## config.mk

```make
export PLATFORM = sky130hd
export DESIGN_NAME = io_bus_ctrl
export DESIGN_NICKNAME = d
export VERILOG_FILES = /design/src/rtl/io_bus_pkg.sv /design/src/rtl/io_wait_ctrl.sv /design/src/rtl/io_bus_ctrl.sv
export SDC_FILE = /design/constraint.sdc
export NUM_CORES = 1
export LEC_CHECK = 0
export CORE_MARGIN = 4
export CORE_UTILIZATION = 43
export CTS_CLUSTER_DIAMETER = 80
export DETAILED_ROUTE_END_ITERATION = 8
export GPL_TIMING_DRIVEN = 1
export PLACE_DENSITY_LB_ADDON = 0.25
export SYNTH_ARGS = -nofsm -noshare
export SYNTH_HDL_FRONTEND = slang
export SYNTH_SLANG_ARGS = --single-unit
```

## constraint.sdc

```tcl
create_clock -name clk_i -period 7.2 [get_ports clk_i]
set_clock_uncertainty 0.05 [all_clocks]
set_input_delay 1.44 -clock clk_i [delete_from_list [all_inputs] [get_ports clk_i]]
set_output_delay 1.44 -clock clk_i [all_outputs]
set_load 0.05 [all_outputs]
```

## src/rtl/io_bus_pkg.sv

```systemverilog
// Shared constants and enums for the 65C02 IO bus controller.
package io_bus_pkg;

  localparam logic [15:0] REG_BANK_LO = 16'h0000;
  localparam logic [15:0] REG_BANK_HI = 16'h0001;
  localparam logic [15:0] REG_ROMCTL  = 16'h0002;

  localparam logic [7:0] IO_PAGE_DEF  = 8'hFE;
  localparam logic [7:0] ROM_BASE_DEF = 8'hE0;
  localparam logic [7:0] ROM_TOP_HI   = 8'hFD;
  localparam logic [7:0] VEC_PAGE     = 8'hFF;
  localparam logic [7:0] OPEN_BUS     = 8'hFF;

  typedef enum logic {
    ST_IDLE,
    ST_WAIT
  } wstate_e;

  typedef enum logic [2:0] {
    SRC_RAM,
    SRC_ROM,
    SRC_REG,
    SRC_CH,
    SRC_NONE
  } src_e;

endpackage

```

## src/rtl/io_wait_ctrl.sv

```systemverilog
// Wait-state sequencer: stalls RDY for W cycles, then emits a commit pulse.
import io_bus_pkg::*;

module io_wait_ctrl #(
  parameter int WAIT_W = 3
) (
  input  logic              clk_i,
  input  logic              rst_i,
  input  logic              req_i,
  input  logic [WAIT_W-1:0] wait_i,
  output logic              rdy_o,
  output logic              commit_o
);

  localparam logic [WAIT_W-1:0] CNT_ZERO = '0;
  localparam logic [WAIT_W-1:0] CNT_ONE  = {{(WAIT_W-1){1'b0}}, 1'b1};

  wstate_e           state_q;
  logic [WAIT_W-1:0] cnt_q;

  always_comb begin
    rdy_o    = 1'b1;
    commit_o = 1'b0;
    case (state_q)
      ST_IDLE: begin
        rdy_o    = ~req_i | (wait_i == CNT_ZERO);
        commit_o = req_i & (wait_i == CNT_ZERO);
      end
      ST_WAIT: begin
        rdy_o    = (cnt_q == CNT_ZERO);
        commit_o = (cnt_q == CNT_ZERO);
      end
      default: begin
        rdy_o    = 1'b1;
        commit_o = 1'b0;
      end
    endcase
  end

  // W is latched into the counter on entry; later wait_i changes are ignored.
  always_ff @(posedge clk_i) begin
    if (rst_i) begin
      state_q <= ST_IDLE;
      cnt_q   <= CNT_ZERO;
    end else begin
      case (state_q)
        ST_IDLE: begin
          if (req_i && (wait_i != CNT_ZERO)) begin
            state_q <= ST_WAIT;
            cnt_q   <= wait_i - CNT_ONE;
          end
        end
        ST_WAIT: begin
          if (cnt_q == CNT_ZERO) begin
            state_q <= ST_IDLE;
          end else begin
            cnt_q <= cnt_q - CNT_ONE;
          end
        end
        default: begin
          state_q <= ST_IDLE;
          cnt_q   <= CNT_ZERO;
        end
      endcase
    end
  end

endmodule

```

## src/rtl/io_bus_ctrl.sv

```systemverilog
// Address decoder, bank/ROM-overlay registers and read-data mux
// for the 65C02 system bus.
import io_bus_pkg::*;

module io_bus_ctrl #(
  parameter int          NUM_CH   = 8,
  parameter int          WAIT_W   = 3,
  parameter logic [7:0]  IO_PAGE  = IO_PAGE_DEF,
  parameter logic [7:0]  ROM_BASE = ROM_BASE_DEF
) (
  input  logic                     clk_i,
  input  logic                     rst_i,
  input  logic [15:0]              addr_i,
  input  logic                     we_i,
  input  logic [7:0]               data_i,
  output logic [7:0]               data_o,
  output logic                     rdy_o,
  output logic                     ram_cs_o,
  output logic                     rom_cs_o,
  input  logic [7:0]               ram_data_i,
  input  logic [7:0]               rom_data_i,
  output logic [NUM_CH-1:0]        ch_cs_o,
  output logic                     ch_rd_o,
  output logic                     ch_wr_o,
  output logic [7:0]               reg_addr_o,
  input  logic [NUM_CH*8-1:0]      ch_data_i,
  input  logic [NUM_CH*WAIT_W-1:0] ch_wait_i,
  output logic [15:0]              bank_o,
  output logic                     rom_en_o
);

  logic [15:0] bank_q;
  logic [7:0]  romctl_q;
  src_e        src_q, src_d;
  logic [3:0]  chsel_q;
  logic [7:0]  regval_q, regval_d;

  logic [7:0]        hi;
  logic              is_reg, is_io, in_win, bank_ok, io_map;
  logic              sel_ram, sel_rom;
  logic [WAIT_W-1:0] wait_sel;
  logic [7:0]        ch_rd_data;
  logic              commit;

  assign hi       = addr_i[15:8];
  assign rom_en_o = ~romctl_q[0];
  assign bank_o   = bank_q;

  assign is_reg  = (addr_i == REG_BANK_LO) || (addr_i == REG_BANK_HI) ||
                   (addr_i == REG_ROMCTL);
  assign is_io   = (hi == IO_PAGE);
  assign in_win  = (hi >= ROM_BASE) && (hi <= ROM_TOP_HI);
  assign bank_ok = (bank_q < 16'(NUM_CH));

  // Priority decode: registers, vector page, IO page, ROM window, RAM.
  always_comb begin
    sel_ram = 1'b0;
    sel_rom = 1'b0;
    io_map  = 1'b0;
    src_d   = SRC_RAM;
    if (is_reg) begin
      src_d = SRC_REG;
    end else if (hi == VEC_PAGE) begin
      sel_rom = 1'b1;
      src_d   = SRC_ROM;
    end else if (is_io) begin
      io_map = bank_ok;
      src_d  = bank_ok ? SRC_CH : SRC_NONE;
    end else if (in_win && rom_en_o) begin
      sel_rom = 1'b1;
      src_d   = SRC_ROM;
    end else begin
      sel_ram = 1'b1;
      src_d   = SRC_RAM;
    end
  end

  assign ram_cs_o   = sel_ram;
  assign rom_cs_o   = sel_rom;
  assign reg_addr_o = addr_i[7:0];

  always_comb begin
    ch_cs_o  = '0;
    wait_sel = '0;
    for (int k = 0; k < NUM_CH; k++) begin
      if (bank_q[3:0] == 4'(k)) begin
        ch_cs_o[k] = io_map;
        wait_sel   = ch_wait_i[k*WAIT_W +: WAIT_W];
      end
    end
  end

  always_comb begin
    regval_d = OPEN_BUS;
    case (addr_i[1:0])
      2'd0:    regval_d = bank_q[7:0];
      2'd1:    regval_d = bank_q[15:8];
      2'd2:    regval_d = romctl_q;
      default: regval_d = OPEN_BUS;
    endcase
  end

  io_wait_ctrl #(
    .WAIT_W   (WAIT_W)
  ) u_wait (
    .clk_i    (clk_i),
    .rst_i    (rst_i),
    .req_i    (io_map),
    .wait_i   (wait_sel),
    .rdy_o    (rdy_o),
    .commit_o (commit)
  );

  assign ch_rd_o = commit & ~we_i;
  assign ch_wr_o = commit &  we_i;

  always_ff @(posedge clk_i) begin
    if (rst_i) begin
      bank_q   <= 16'h0000;
      romctl_q <= 8'h00;
      src_q    <= SRC_NONE;
      chsel_q  <= 4'd0;
      regval_q <= OPEN_BUS;
    end else begin
      if (rdy_o && we_i && is_reg) begin
        case (addr_i[1:0])
          2'd0:    bank_q[7:0]  <= data_i;
          2'd1:    bank_q[15:8] <= data_i;
          2'd2:    romctl_q     <= data_i;
          default: ;
        endcase
      end
      if (rdy_o) begin
        src_q    <= src_d;
        regval_q <= regval_d;
        chsel_q  <= bank_q[3:0];
      end
    end
  end

  always_comb begin
    ch_rd_data = OPEN_BUS;
    for (int k = 0; k < NUM_CH; k++) begin
      if (chsel_q == 4'(k)) ch_rd_data = ch_data_i[8*k +: 8];
    end
  end

  always_comb begin
    case (src_q)
      SRC_RAM:  data_o = ram_data_i;
      SRC_ROM:  data_o = rom_data_i;
      SRC_REG:  data_o = regval_q;
      SRC_CH:   data_o = ch_rd_data;
      default:  data_o = OPEN_BUS;
    endcase
  end

endmodule
```

# Yosys cells after proc, flatten, opt, wreduce, memory -nomap -nowiden

Index checks and enable logic that the tools add are counted.

Bits in registers: 43
Bits of input ports: 131
Output and inout bits: 46
Word-level logic and storage cells: 115

Add/subtract/negate cells: 2
Order comparisons: 3
Equality and inequality tests: 25
Mux-type cells: 50
Bitwise logic cells: 8
Reduce and logical (&&, ||, !) cells: 19

Operator list:

| kind                                                        | number |
|---|---|
| 2-to-1 mux 8 bit                                            | 8 |
| 2-to-1 mux 3 bit                                            | 14 |
| equality test 4 x 3 -> 1 bit, second input constant         | 8 |
| case mux 8 bit (4 select lines)                             | 1 |
| case mux 8 bit (3 select lines)                             | 1 |
| 2-to-1 mux 1 bit                                            | 22 |
| equality test 16 x 1 -> 1 bit, second input constant        | 1 |
| equality test 16 x 2 -> 1 bit, second input constant        | 1 |
| equality test 4 x 2 -> 1 bit, second input constant         | 4 |
| equality test 8 bit, second input constant                  | 2 |
| logical NOT 16 bit                                          | 1 |
| less-than comparator 16 x 4 -> 1 bit, second input constant | 1 |
| logical NOT 3 bit                                           | 3 |
| equality test 4 x 1 -> 1 bit, second input constant         | 2 |
| greater-or-equal comparator 8 bit, second input constant    | 1 |
| <= comparator 8 bit, second input constant                  | 1 |
| logical NOT 4 bit                                           | 2 |
| AND reduction 2 bit                                         | 4 |
| equality test 3 x 2 -> 1 bit, second input constant         | 2 |
| case mux 1 bit (2 select lines)                             | 3 |
| case mux 3 bit (2 select lines)                             | 1 |
| subtractor 3 x 1 -> 3 bit, second input constant            | 2 |
| logical AND 1 bit                                           | 5 |
| NOT 1 bit                                                   | 4 |
| other kinds (10)                                            | 13 |

# Longest topological paths before layout

Depth after elaboration: 15
Gate-level depth with buffers: 12
Depth with buffers taken out: 10

# Hierarchy

From an unflattened synthesis, not the netlist that was laid out.

Cell total of the unflattened synthesis: 385
Area total of the unflattened synthesis: 3276.9 um2

Modules (own cells, without submodules):

| module       | times used | cells each | area each (um2) | sequential area each (um2) |
|---|---|---|---|---|
| io_bus_ctrl  | 1          | 355        | 3002.9          | 780.7 |
| io_wait_ctrl | 1          | 30         | 274.0           | 80.1 |

# Least setup slack after synthesis

OpenSTA, ideal clock, no wires.

Path kind: input to output
From: input addr_i[12]
To: output ch_wr_o
Arrival: 3.583 ns
Required time: 5.710 ns
Path slack: 2.127 ns
Stages: 5
Path buffers: 0
Path through: nand4_1 -> or4_1 -> nor3_1 -> nand2b_1 -> a21boi_0

Word-level cells in the longest chain between the ends: 7
Elaborated cells between the ends (all ways): 13
Classes of those cells: eq/ne (4); mux (4); bitwise (2); reduce/logical (3)

RTL lines:

| item                                                        | RTL line                             | RTL |
|---|---|---|
| from (decl)                                                 | io_bus_ctrl.sv:13                    | `input logic [15:0] addr_i,` |
| equality test 8 bit (tied with other cells)                 | io_bus_ctrl.sv:51                    | `assign is_io = (hi == IO_PAGE);` |
| 2-to-1 mux 1 bit / logical OR 1 bit (equally long branches) | io_bus_ctrl.sv:66, io_bus_ctrl.sv:49 |  |
| 2-to-1 mux 1 bit / logical OR 1 bit (equally long branches) | io_bus_ctrl.sv:63, io_bus_ctrl.sv:49 |  |
| 2-to-1 mux 1 bit *                                          | io_bus_ctrl.sv:61                    | `if (is_reg) begin` |
| bitwise AND 1 bit *                                         | io_wait_ctrl.sv:27                   | `commit_o = req_i & (wait_i == CNT_ZERO);` |
| case mux 1 bit (2 select lines) *                           | io_wait_ctrl.sv:24                   | `case (state_q)` |
| bitwise AND 1 bit *                                         | io_bus_ctrl.sv:115                   | `assign ch_wr_o = commit & we_i;` |
| to (decl)                                                   | io_bus_ctrl.sv:24                    | `output logic ch_wr_o,` |

Every way passes the cells marked *; elsewhere a longest branch is shown, timed or not.

# Worst setup path after layout

From: input addr_i[11]
To: output rdy_o

Word-level cells in the longest chain between the ends: 7
Elaborated cells between the ends (all ways): 13
Classes of those cells: eq/ne (4); mux (4); bitwise (2); reduce/logical (3)

RTL lines:

| item                                                        | RTL line                             | RTL |
|---|---|---|
| equality test 8 bit (tied with other cells)                 | io_bus_ctrl.sv:51                    |  |
| 2-to-1 mux 1 bit / logical OR 1 bit (equally long branches) | io_bus_ctrl.sv:66, io_bus_ctrl.sv:49 |  |
| 2-to-1 mux 1 bit / logical OR 1 bit (equally long branches) | io_bus_ctrl.sv:63, io_bus_ctrl.sv:49 |  |
| 2-to-1 mux 1 bit *                                          | io_bus_ctrl.sv:61                    |  |
| NOT 1 bit *                                                 | io_wait_ctrl.sv:26                   | `rdy_o = ~req_i \| (wait_i == CNT_ZERO);` |
| OR 1 bit *                                                  | io_wait_ctrl.sv:26                   |  |
| case mux 1 bit (2 select lines) *                           | io_wait_ctrl.sv:24                   |  |
| to (decl)                                                   | io_bus_ctrl.sv:17                    | `output logic rdy_o,` |

Marked as above.

==> results by group <==
Clock network
  – Root buffer cell: sky130_fd_sc_hd__clkbuf_8
  – Num CTS Buffers: 5
  – Maximum clock insertion buffer count: 2
  – Resized cells post-CTS: 0
  – Post-CTS setup repair buffer count: 0
  – Clk_lat worst skew: 0.29 ns
  – Clock-pin slew on the worst setup and hold paths: 0.07 ns
  – Maximum level of the CTS H-tree: 2
  – Clock tree from TritonCTS: built
  – Sinks on Clock Net: 43
  – Number of buffers inserted for hold repair after clock tree synthesis: 0

Worst setup path
  – Setup slack, reg-to-reg: 4.11 ns
  – Arr. time, crit path: 4.26 ns
  – Critical Path Sink Type: output port
  – Crit Path Max Fanout: 15
  – CP most frequent cell: sky130_fd_sc_hd__clkdlybuf4s50_1
  – Max incr delay on CP: 0.74 ns
  – CP Data Required Time: 5.71 ns
  – Buf+Inv Stages, Crit Path: 3
  – Setup CP Type: in2out
  – Cell family with most CP delay: buffers and inverters
  – Slowest cell on crit path: sky130_fd_sc_hd__clkdlybuf4s50_1
  – Worst setup SP type: input pin
  – Crit path cell chain: clkdlybuf4s50_1 > nand4_1 > nor4_4 > o41ai_4 > a21boi_4 > inv_2 > clkdlybuf4s50_1

Global route
  – Number of antenna violations at the first check in global routing: 0
  – Vias in the first global route: 3,624
  – Overall Global Routing Usage: 23.1%
  – Leftover overflow at the end of global routing: 0
  – Global-route wire length before repair: 16,700 um
  – Pin count of the biggest net entering global routing: 36

Synth
  – Cells after synthesis: 404
  – Count of flip-flops with a built-in enable after synthesis: 0
  – Post-synthesis cell area: 0.00331 mm2
  – Proportion of netlist area held by the largest area contributor: 26.0%
  – Post-Synthesis Net Count: 536
  – Biggest area consumer among synthesized cells: sky130_fd_sc_hd__dfxtp_1
  – Average cell area after synthesis: 8.19 um2
  – Primary FF master, synth: sky130_fd_sc_hd__dfxtp_1
  – YS warnings: 0
  – Cell variety after synth: 58
  – Flop and latch count out of synthesis: 43
  – Async SR Flop Fraction: 0%
  – Sequential area share after synthesis: 26.0%
  – Most area-consuming cells after synthesis: sky130_fd_sc_hd__dfxtp_1, sky130_fd_sc_hd__mux2i_1, sky130_fd_sc_hd__mux4_2, sky130_fd_sc_hd__nor2_1, sky130_fd_sc_hd__o21ai_0

Placed design
  – Detailed-placement wirelength estimate: 8890 um
  – Weighted congestion at the end of routability-driven global placement: 0.871
  – Dpl cell area: 0.00501 mm2
  – PortBufs: 176

Power
  – Static leakage: 1.69 nW
  – Cell internal pwr: 0.435 mW
  – Part of the power in registers: 42.5%
  – Areal power density over the cells: 113 mW/mm2
  – Net Sw Power: 0.140 mW
  – Clock group share of total power: 30.9%
  – Max rail drop VDD: 0.0792 mV
  – Switching share of power: 24.4%
  – Combinational Power Share: 26.6%
  – Pwr Total: 0.575 mW

Routing
  – WL/cell: 16.9 um
  – DR vias/cell: 5.47
  – Aggregate routed wire length: 11,000 um
  – DRC violation count after routing: 0
  – Routed via count: 3,559
  – First-iteration detailed-routing DRC count: 186
  – Length of the first detailed-routing pass in iterations: 5
  – Number of antenna-violating nets in the routed design: 0

STA
  – Min cycle time layout: 5.75 ns
  – Max Transition Viols Final: 0
  – Fmax: 0.174 GHz
  – Max transition margin: 29.7%
  – Transition time of the tightest slew-check pin: 1.05 ns
  – RSZ-0062 raised after global routing: false
  – Final number of setup-violating endpoints: 0
  – Setup Total Neg Slack: 0 ns
  – Fin crit share: 79.8%
  – Number of hold-slack violations in the final timing report: 0
  – Hold Slack: 0.430 ns

Finish
  – P&R area growth vs syn: 54.6%
  – Number of nets in the layout: 684
  – Most frequent standard cell in the layout excluding fill and tap cells: sky130_fd_sc_hd__clkdlybuf4s50_1
  – Design area: 0.00511 mm2
  – Commonest cells after routing, fill and taps aside: sky130_fd_sc_hd__clkdlybuf4s50_1, sky130_fd_sc_hd__nor2_1, sky130_fd_sc_hd__mux2i_1, sky130_fd_sc_hd__dfxtp_1, sky130_fd_sc_hd__nand2_1
  – Number of diodes: 0
  – Fraction of final layout cells with drive strength greater than 1: 6.52%

Worst hold path
  – Worst Hold Class: reg2reg

Job
  – # Max-Cap Violations: 0

Die
  – Rows: 31
  – Overall die width: 95.7 um
  – Placeable core area: 0.00737 mm2
  – Die height: 95.7 um
  – I/O pin count: 177
  – Starting Density: 44.9%
  – Area enclosed by the die boundary: 0.00916 mm2

Outcome
  – Status: finished, final reports clean
[routing by layer]
layer | part of all wire (%) | global-route usage [%]
met3 | 5.6 | 3.05
met2 | 53 | 43.0
met4 | 1.7 | 6.87
met5 | 0 | 0
met1 | 39 | 27.2
[layout make-up]
cell class,instances,area [um2]
Fill cell,606,2260
Multi-Input combinational cell,315,2220
Timing Repair Buffer,177,1770
Sequential cell,43,861
Tap cell,99,124
Clock buffer,6,72.6
Inverter,10,37.5
Clock inverter,1,30.0
[tightest hold or removal path: cells and delay by family (launching register included)]
kind               cells  cell delay (ns)
and+or+nand+nor        1             0.06
AOI/OAI and AO/OA      1             0.06
DFF                    1             0.31
[per-stage QoR]
| stage | setup slack [ns] | util (%) | std cells |
|---|---|---|---|
| floorplan | 2.13 | - | 404 |
| global placement | 1.52 | 68.0 | 644 |
| detailed placement | 1.46 | 68.0 | 644 |
| CTS | 1.46 | 69.4 | 651 |
| global route | 1.34 | 69.4 | 651 |
| finish | 1.45 | 69.4 | 651 |
[power by group through the flow]
stage	Sequential (mW)	Combinational [mW]	Clock [mW]
floorplan	0.248	0.0643	0
global placement	0.250	0.150	0
detailed placement	0.250	0.153	0
CTS	0.245	0.154	0.182
global route	0.245	0.162	0.190
finish	0.245	0.153	0.178
[cells by family (layout without fill, tap and decap cells)]
| kind of cell | Yosys count | count (layout) | share of synthesized area, % |
|---|---|---|---|
| compound gates | 100 | 100 | 21.8 |
| xor+xnor | 1 | 1 | 0.265 |
| fa+ha+maj | 1 | 1 | 0.378 |
| buf+inv | 46 | 194 | 6.85 |
| flops | 43 | 43 | 26.0 |
| mux | 60 | 60 | 21.5 |
| simple gates | 153 | 153 | 23.2 |
[cell usage after synthesis, drive strengths merged (2+ instances only)]
| master | instances |
|---|---|
| a21oi | 18 |
| a21boi | 2 |
| nor4 | 6 |
| mux2 | 9 |
| nand2b | 9 |
| a22oi | 7 |
| clkbuf | 16 |
| a2111oi | 2 |
| o221a | 2 |
| mux2i | 43 |
| or3 | 2 |
| nand2 | 33 |
| nor3 | 6 |
| nor2 | 49 |
| nor3b | 2 |
| o22a | 15 |
| or2 | 7 |
| a31oi | 4 |
| nor2b | 8 |
| o211ai | 2 |
| o21ai | 33 |
| dfxtp | 43 |
| nand3 | 20 |
| a211o | 3 |
| inv | 9 |
| buf | 20 |
| a211oi | 3 |
| nand4b | 4 |
| mux4 | 8 |
| nand4 | 2 |
| o22ai | 2 |
[path summary, 6_finish.rpt]
path / to / start / cells after the start
worst max-delay path: rdy_o / addr_i[11] / 7
worst min-delay path: romctl_q[7] / romctl_q[7] / 2
worst max register to register: u_wait.cnt_q[2] / bank_o[1] / 10
worst min register to register: romctl_q[7] / romctl_q[7] / 2
[sequential cells by signal, summed over array words and instances (netlist names)]
signal	flops
romctl_q	8
bank_o	16
u_wait.cnt_q	3
chsel_q	4
src_q	3
u_wait.state_q	1
regval_q	8
Power figures use the tool's default switching activity.
